[src/rtl/time_display_scan.sv]
// Samples binary sec/min/hr once per scan frame, converts each field to BCD by repeated
// subtract-by-10 and drives a 6-digit multiplexed 7-segment display. Optional macro: BLINK_DP_EN.
module time_display_scan #(
    parameter int SCAN_DIV     = 50000,
    parameter bit COMMON_ANODE = 1
) (
    input  logic       clk,
    input  logic       rst,
    input  logic [5:0] sec,
    input  logic [5:0] min,
    input  logic [4:0] hr,
    output logic [6:0] seg,
    output logic       dp,
    output logic [5:0] an,
    output logic       upd
);
    localparam int   CNT_W = (SCAN_DIV > 1) ? $clog2(SCAN_DIV) : 1;
    localparam logic INACT = COMMON_ANODE;

    if (SCAN_DIV < 4) begin : g_bad_div
        $error("SCAN_DIV must be at least 4");
    end

    typedef enum logic [2:0] {IDLE, CONV_S, CONV_M, CONV_H, COMMIT} state_t;

    state_t           state, state_nx;
    logic [CNT_W-1:0] cnt;
    logic [2:0]       idx;
    logic             tc, wrap, ge10;
    logic [5:0]       work;
    logic [2:0]       tens;
    logic [5:0]       min_s;
    logic [4:0]       hr_s;
    logic [5:0][3:0]  cdig;
    logic [5:0][3:0]  dbuf;
    logic [3:0]       cur;

    function automatic logic [6:0] seg_decode(input logic [3:0] d);
        case (d)
            4'd0:    return 7'h3F;
            4'd1:    return 7'h06;
            4'd2:    return 7'h5B;
            4'd3:    return 7'h4F;
            4'd4:    return 7'h66;
            4'd5:    return 7'h6D;
            4'd6:    return 7'h7D;
            4'd7:    return 7'h07;
            4'd8:    return 7'h7F;
            4'd9:    return 7'h6F;
            default: return 7'h00;
        endcase
    endfunction

    assign tc   = (cnt == CNT_W'(SCAN_DIV - 1));
    assign wrap = tc && (idx == 3'd5);
    assign ge10 = (work >= 6'd10);

    always_ff @(posedge clk or negedge rst) begin
        if (!rst) begin
            cnt <= '0;
            idx <= '0;
        end else if (tc) begin
            cnt <= '0;
            idx <= (idx == 3'd5) ? 3'd0 : idx + 3'd1;
        end else begin
            cnt <= cnt + CNT_W'(1);
        end
    end

    always_comb begin
        state_nx = state;
        case (state)
            IDLE:    if (wrap) state_nx = CONV_S;
            CONV_S:  if (!ge10) state_nx = CONV_M;
            CONV_M:  if (!ge10) state_nx = CONV_H;
            CONV_H:  if (!ge10) state_nx = COMMIT;
            COMMIT:  state_nx = IDLE;
            default: state_nx = IDLE;
        endcase
    end

    // conversion: each CONV state either peels off a ten or stores the digit pair and loads the next field
    always_ff @(posedge clk or negedge rst) begin
        if (!rst) begin
            state <= IDLE;
            upd   <= 1'b0;
            work  <= '0;
            tens  <= '0;
            min_s <= '0;
            hr_s  <= '0;
            cdig  <= '0;
            dbuf  <= '0;
        end else begin
            state <= state_nx;
            upd   <= (state == COMMIT);
            case (state)
                IDLE: begin
                    if (wrap) begin
                        work  <= sec;
                        min_s <= min;
                        hr_s  <= hr;
                        tens  <= '0;
                    end
                end
                CONV_S, CONV_M, CONV_H: begin
                    if (ge10) begin
                        work <= work - 6'd10;
                        tens <= tens + 3'd1;
                    end else begin
                        tens <= '0;
                        case (state)
                            CONV_S: begin
                                cdig[0] <= work[3:0];
                                cdig[1] <= {1'b0, tens};
                                work    <= min_s;
                            end
                            CONV_M: begin
                                cdig[2] <= work[3:0];
                                cdig[3] <= {1'b0, tens};
                                work    <= {1'b0, hr_s};
                            end
                            default: begin
                                cdig[4] <= work[3:0];
                                cdig[5] <= {1'b0, tens};
                            end
                        endcase
                    end
                end
                COMMIT:  dbuf <= cdig;
                default: ;
            endcase
        end
    end

    always_comb begin
        cur = '0;
        case (idx)
            3'd0:    cur = dbuf[0];
            3'd1:    cur = dbuf[1];
            3'd2:    cur = dbuf[2];
            3'd3:    cur = dbuf[3];
            3'd4:    cur = dbuf[4];
            3'd5:    cur = dbuf[5];
            default: cur = '0;
        endcase
    end

    // display output registers: one cycle behind the digit index
    always_ff @(posedge clk or negedge rst) begin
        if (!rst) begin
            an  <= {6{INACT}};
            seg <= {7{INACT}};
        end else begin
            an  <= (6'b000001 << idx) ^ {6{INACT}};
            seg <= seg_decode(cur) ^ {7{INACT}};
        end
    end

`ifdef BLINK_DP_EN
    logic dp_r;
    // colon separators lit on digits 2 and 4 while the committed seconds are even
    always_ff @(posedge clk or negedge rst) begin
        if (!rst) begin
            dp_r <= INACT;
        end else begin
            dp_r <= ((idx == 3'd2 || idx == 3'd4) && !dbuf[0][0]) ? ~INACT : INACT;
        end
    end
    assign dp = dp_r;
`else
    assign dp = INACT;
`endif

endmodule

[config.mk]
export PLATFORM = sky130hd
export DESIGN_NAME = time_display_scan
export DESIGN_NICKNAME = d
export VERILOG_FILES = /design/src/rtl/time_display_scan.sv
export SDC_FILE = /design/constraint.sdc
export NUM_CORES = 1
export LEC_CHECK = 0
export CORE_MARGIN = 2
export CORE_UTILIZATION = 43
export CTS_CLUSTER_SIZE = 14
export DETAILED_ROUTE_END_ITERATION = 8
export HOLD_SLACK_MARGIN = 0.02
export SLEW_MARGIN = 20
export SYNTH_ARGS = -nofsm -noshare
export SYNTH_HDL_FRONTEND = slang
export SYNTH_SLANG_ARGS = --single-unit
[constraint.sdc]
create_clock -name clk -period 3.25 [get_ports clk]
set_input_delay 0.4875 -clock clk [delete_from_list [all_inputs] [get_ports clk]]
set_output_delay 0.4875 -clock clk [all_outputs]
set_load 0.01 [all_outputs]
======== Word-level counts from Yosys, hierarchy flattened ========
Memory sizes are Yosys's and may differ from the RTL's.
Index checks and enable logic that the tools add are counted.
storage, ports and cells
  register bits after elaboration ......... 98
  memory bits (read-only) ................. 112
  output and inout bits ................... 15
  memories kept ........................... 1
operators by class
  add/sub/neg operators ................... 4
  magnitude comparators ................... 1
  equal/unequal tests ..................... 15
  shift operators ......................... 1
  mux-type cells .......................... 15
  bitwise operators ....................... 4
  reductions and logical operators ........ 13
memory list
  memory            words  width  rd ports  clocked after Yosys merged registers in  write ports  RTL line  source
  (name not given)  16     7      1         0                                        0            39        case (d)
operators by type and width
  operator                                                            count
  one-hot mux 4 bit (6 select lines)                                  1
  one-hot mux 6 bit (2 select lines)                                  2
  2-to-1 mux 3 bit                                                    7
  adder 16 x 1 -> 16 bit (second input constant)                      1
  == test 16 bit (second input constant)                              1
  2-to-1 mux 16 bit                                                   1
  == test 3 x 2 -> 1 bit (second input constant)                      4
  2-to-1 mux 6 bit                                                    2
  one-hot mux 3 bit (4 select lines)                                  1
  AND reduction 3 bit                                                 4
  == test 3 bit (second input constant)                               3
  != test 2 bit (second input constant)                               4
  NOT 7 bit                                                           1
  adder 3 x 1 -> 3 bit (second input constant)                        2
  == test 3 x 1 -> 1 bit (second input constant)                      2
  greater-or-equal comparator 6 x 4 -> 1 bit (second input constant)  1
  logical NOT 3 bit                                                   2
  NOT 6 bit                                                           1
  one-hot mux 3 bit (2 select lines)                                  1
  left shift 1 x 3 -> 6 bit (first input constant)                    1
  subtractor 6 x 4 -> 6 bit (second input constant)                   1
  != test 4 bit (second input constant)                               1
  AND reduction 2 bit                                                 2
  AND reduction 4 bit                                                 1
  other kinds (5)                                                     6

======== Depth between registers and ports, before layout ========
  depth after elaboration ................. 4
  depth in mapped cells ................... 11
  mapped depth without buffers ............ 10

======== Worst setup path after synthesis ========
No wires, ideal clock.
  path kind ............................... register to register
  start point ............................. register idx[0]
  end point ............................... register seg[6]
  library setup time ...................... 0.098 ns
  data arrival time ....................... 2.268 ns
  slack ................................... 0.884 ns
  stages on the path, launching flop included .. 10
  path buffers ............................ 1
  clock period less this slack ............ 2.366 ns
  path through ............................ dfrtp_1 -> clkbuf_1 -> and2_1 -> ha_1 -> a22o_1 -> a211oi_1 -> inv_1 -> ha_1 -> nor3_1 -> a311oi_1
between the ends
  word-level cells in the longest chain between the ends .. 4
  elaborated cells between the ends (all ways) .. 9
  classes of those cells .................. eq/ne (5); mux (1); bitwise (1); reduce/logical (1); memory (1)
ends and longest elaborated chain
  element                                RTL line  source
  start, declared                        28        logic [2:0] idx;
  start signal, assigned                 64        idx <= (idx == 3'd5) ? 3'd0 : idx + 3'd1;
  == test 3 bit (tied with other cells)  137       case (idx)
  one-hot mux 4 bit (6 select lines) *   137
  memory read (16 x 7 bit) *             --
  NOT 7 bit (no source line) *           --
  end signal, assigned                   152       seg <= {7{INACT}};
  end signal, assigned                   155       seg <= seg_decode(cur) ^ {7{INACT}};
  end, declared                          12        output logic [6:0] seg,
Every way passes the cells marked *; elsewhere a longest branch is shown, timed or not.
A chain may end at the register's enable or synchronous reset.

======== Worst setup path after layout ========
  start point ............................. register idx[2]
  end point ............................... register seg[3]
Same word-level chain as after synthesis.

==> results.json <==
{
  "fin_nets": 431,
  "synth_seq_cells": 98,
  "holdBufCountCts": 0,
  "cp_cell_sequence": "inv_1 -> ha_1 -> a22o_1 -> a211oi_1 -> inv_1 -> ha_1 -> o21ai_0 -> a22oi_1",
  "reg2reg_slack_ns": 0.60,
  "r2r-end": "seg[3]",
  "p_per_area_mw_per_mm2": 424,
  "p_int_uw": 1760,
  "cpMaxStageDelayCell": "dfrtp_1",
  "synthTopCellsByCount": "dfrtp_1, mux2_2, nor2_1, nand2_1, o21ai_0",
  "overflow": 0,
  "min_path_type": "input pin to asynchronous set/reset pin",
  "finalClockSkew_ns": 0.0129,
  "avgSynthCellArea_um2": 12.1,
  "die_y_um": 107,
  "syn_nets": 404,
  "avgViaCountPerCell": 5.19,
  "max_freq_ghz": 0.377,
  "drtIter0Drc": 81,
  "syn_to_final_growth_pct": 14.1,
  "worstPathArrival_ns": 2.92,
  "die_w_um": 107,
  "synth_edf_count": 0,
  "worst-endpoint-required_ns": 3.52,
  "synth.top_cells.by_area": "dfrtp_1, mux2_2, dfstp_2",
  "worst_pin_slew_ns": 0.609,
  "avgRoutedWirePerCell_um": 14.9,
  "outcome": "finished, final reports clean",
  "drt_pass1_iterations": 4,
  "swShare_pct": 20.4,
  "clock_latency_ns": 0.35,
  "htree_num_levels": 3,
  "clkPwrFrac_pct": 41.9,
  "die_area_mm2": 0.0115,
  "io-pin-count": 34,
  "post-synth-top-count-cell": "dfrtp_1",
  "netlist_area_mm2": 0.00456,
  "hpwl_um": 5600,
  "ant_nets": 0,
  "synthCells": 376,
  "drc_errors": 0,
  "stdcell_count": 543,
  "grt_pass1_vias": 2858,
  "grt.total_usage_pct": 15.5,
  "clock_sinks": 98,
  "cts.clk_slew.worst_paths_ns": 0.09,
  "fin_crit_ns": 2.65,
  "placedCellCount": 528,
  "cts_resized": 0,
  "synth.top_cell.area_share_pct": 46.6,
  "antenna_cells": 0,
  "root_buffer": "clkbuf_8",
  "critPathLaunchType": "flop",
  "numCtsBuffers": 9,
  "p_total_uw": 2210,
  "hold_slack_ns": 0.170,
  "slew_headroom_pct": 59.2,
  "maxCapViolCount": 0,
  "place_ws_ns": 0.603,
  "cts_tree": "yes",
  "synthDistinctLibCells": 60,
  "synthArstFlopShare_pct": 100,
  "postCtsSetupRepairBufs": 0,
  "grt_max_degree": 99,
  "seqPwrFrac_pct": 55.4,
  "gp_congestion": 0.825,
  "cp_num_buf_inv": 2,
  "vias": 2818,
  "finalHoldViolCount": 0,
  "crit_path_end_kind": "flop",
  "synth_ff_type": "dfrtp_1",
  "core_mm2": 0.0103,
  "drive_gt1_share_pct": 23.6,
  "yosysWarnings": 0,
  "antenna_found_initial": 0,
  "slowest_delay_ns": 0.60,
  "finalCritPeriodShare_pct": 81.6,
  "finalSetupViolCount": 0,
  "setup_tns_ns": 0,
  "rsz0062_at_grt": "no",
  "worst-setup-path-type": "flop to flop",
  "grt_pass1_wl_um": 14000,
  "p_leak_uw": 0.00239,
  "synth_top_cell_by_area": "dfrtp_1",
  "wl_um": 8110,
  "r2r_cells": 8,
  "io_buffers": 32,
  "yosysSeqAreaShare_pct": 54.1,
  "clk_path_buf_depth": 2,
  "path_delay_family": "compound AO/OA/AOI/OAI gates",
  "rows": 37,
  "initial_core_util_pct": 44.2,
  "p_sw_uw": 450,
  "drv_slew": 0,
  "worst_slack_ns": 0.600,
  "vdd_ir_drop_max_mv": 0.177,
  "crit_fanout": 13,
  "crit-reg2reg-launch": "idx[2]",
  "p_comb_share_pct": 2.7
}
layer usage:
layer	part of all wire (%)	up-vias	wire (µm)	global-route usage (%)
li1	-	1370	-	-
met1	49	1389	3970	21.3
met2	47	50	3810	24.2
met3	2.6	9	214	2.98
met4	1.4	0	113	6.03
met5	0	-	0	0
power by group through the flow:
stage / Sequential (µW) / Clock (µW) / Combinational (µW)
2_1_floorplan: 1250 / 0 / 12.8
3_3_place_gp: 1250 / 0 / 61.3
3_5_place_dp: 1250 / 0 / 61.9
4_1_cts: 1220 / 952 / 62.1
5_1_grt: 1220 / 1010 / 68.1
6_report: 1220 / 926 / 59.6
cells in the final DEF, fill, tap and decap left out, types with 2 or more instances in the layout:
cell type        netlist  final
and3_1                 3      3
nand3b_1               7      7
clkdlybuf4s50_1        0     31
mux2i_1               11     11
nor2_1                24     24
mux2_2                41     41
nor2b_1                5      5
o21ai_0               16     16
buf_4                  3      4
inv_6                  0      2
a22oi_1                4      4
xnor2_1                6      6
inv_1                 11     11
mux2_4                11     11
nand4_1                3      3
o31ai_1                2      2
nand2_1               21     21
o22ai_1                2      2
ha_1                   9      9
a31oi_1                2      2
a21oi_1               15     15
nor3_1                 4      4
o21a_1                 3      3
bufinv_16              0      3
or3_1                  3      3
and2_1                 4      4
nand3_1                7      7
clkbuf_8               0      9
xor2_1                11     11
and4_1                 4      4
dfrtp_1               85     85
dfstp_2               13     13
nand2b_1               2      2
per-stage QoR:
stage | cell area [µm²] | util [%]
final | 5210 | 50.4
after global routing | 5210 | 50.4
after CTS | 5210 | 50.4
after detailed placement | 4970 | 48.2
after global placement | 4970 | 48.2
after floorplan | 4560 | -
flip-flops by register name (all words and copies together), names as in the netlist:
signal and cells:
cdig 21, hr_s 5, work 6, tens 3, an 6, idx 3, dbuf 21, upd 1
state 3, min_s 6, seg 7, cnt 16
kinds of logic after synthesis:
family	Yosys count	synth area share, %
AOI/OAI and AO/OA	53	7.21
muxes	63	16.1
buffers and inverters	32	3.70
DFF	98	54.1
adders and majority gates	9	2.47
and+or+nand+nor	103	13.0
xor gates and xnor gates	17	3.26
other	1	0.0822
worst max-delay path by stage:
stage,start,endpoint,depth (start not counted)
after global routing,idx[2],seg[6],8
after floorplan,idx[0],seg[6],9
after global placement,idx[2],seg[6],8
after detailed placement,idx[2],seg[6],8
final,idx[2],seg[3],8
after CTS,idx[2],seg[6],8
area by class of cell:
| cell class | instances | area (µm²) |
|---|---|---|
| clock buffers | 9 | 124 |
| clock inverters | 6 | 113 |
| fillers | 921 | 5120 |
| inverters | 12 | 45.0 |
| multi-input cells | 246 | 1930 |
| flip-flops and latches | 98 | 2470 |
| well taps | 136 | 170 |
| repair buffers | 36 | 360 |
Power figures use the tool's default switching activity.
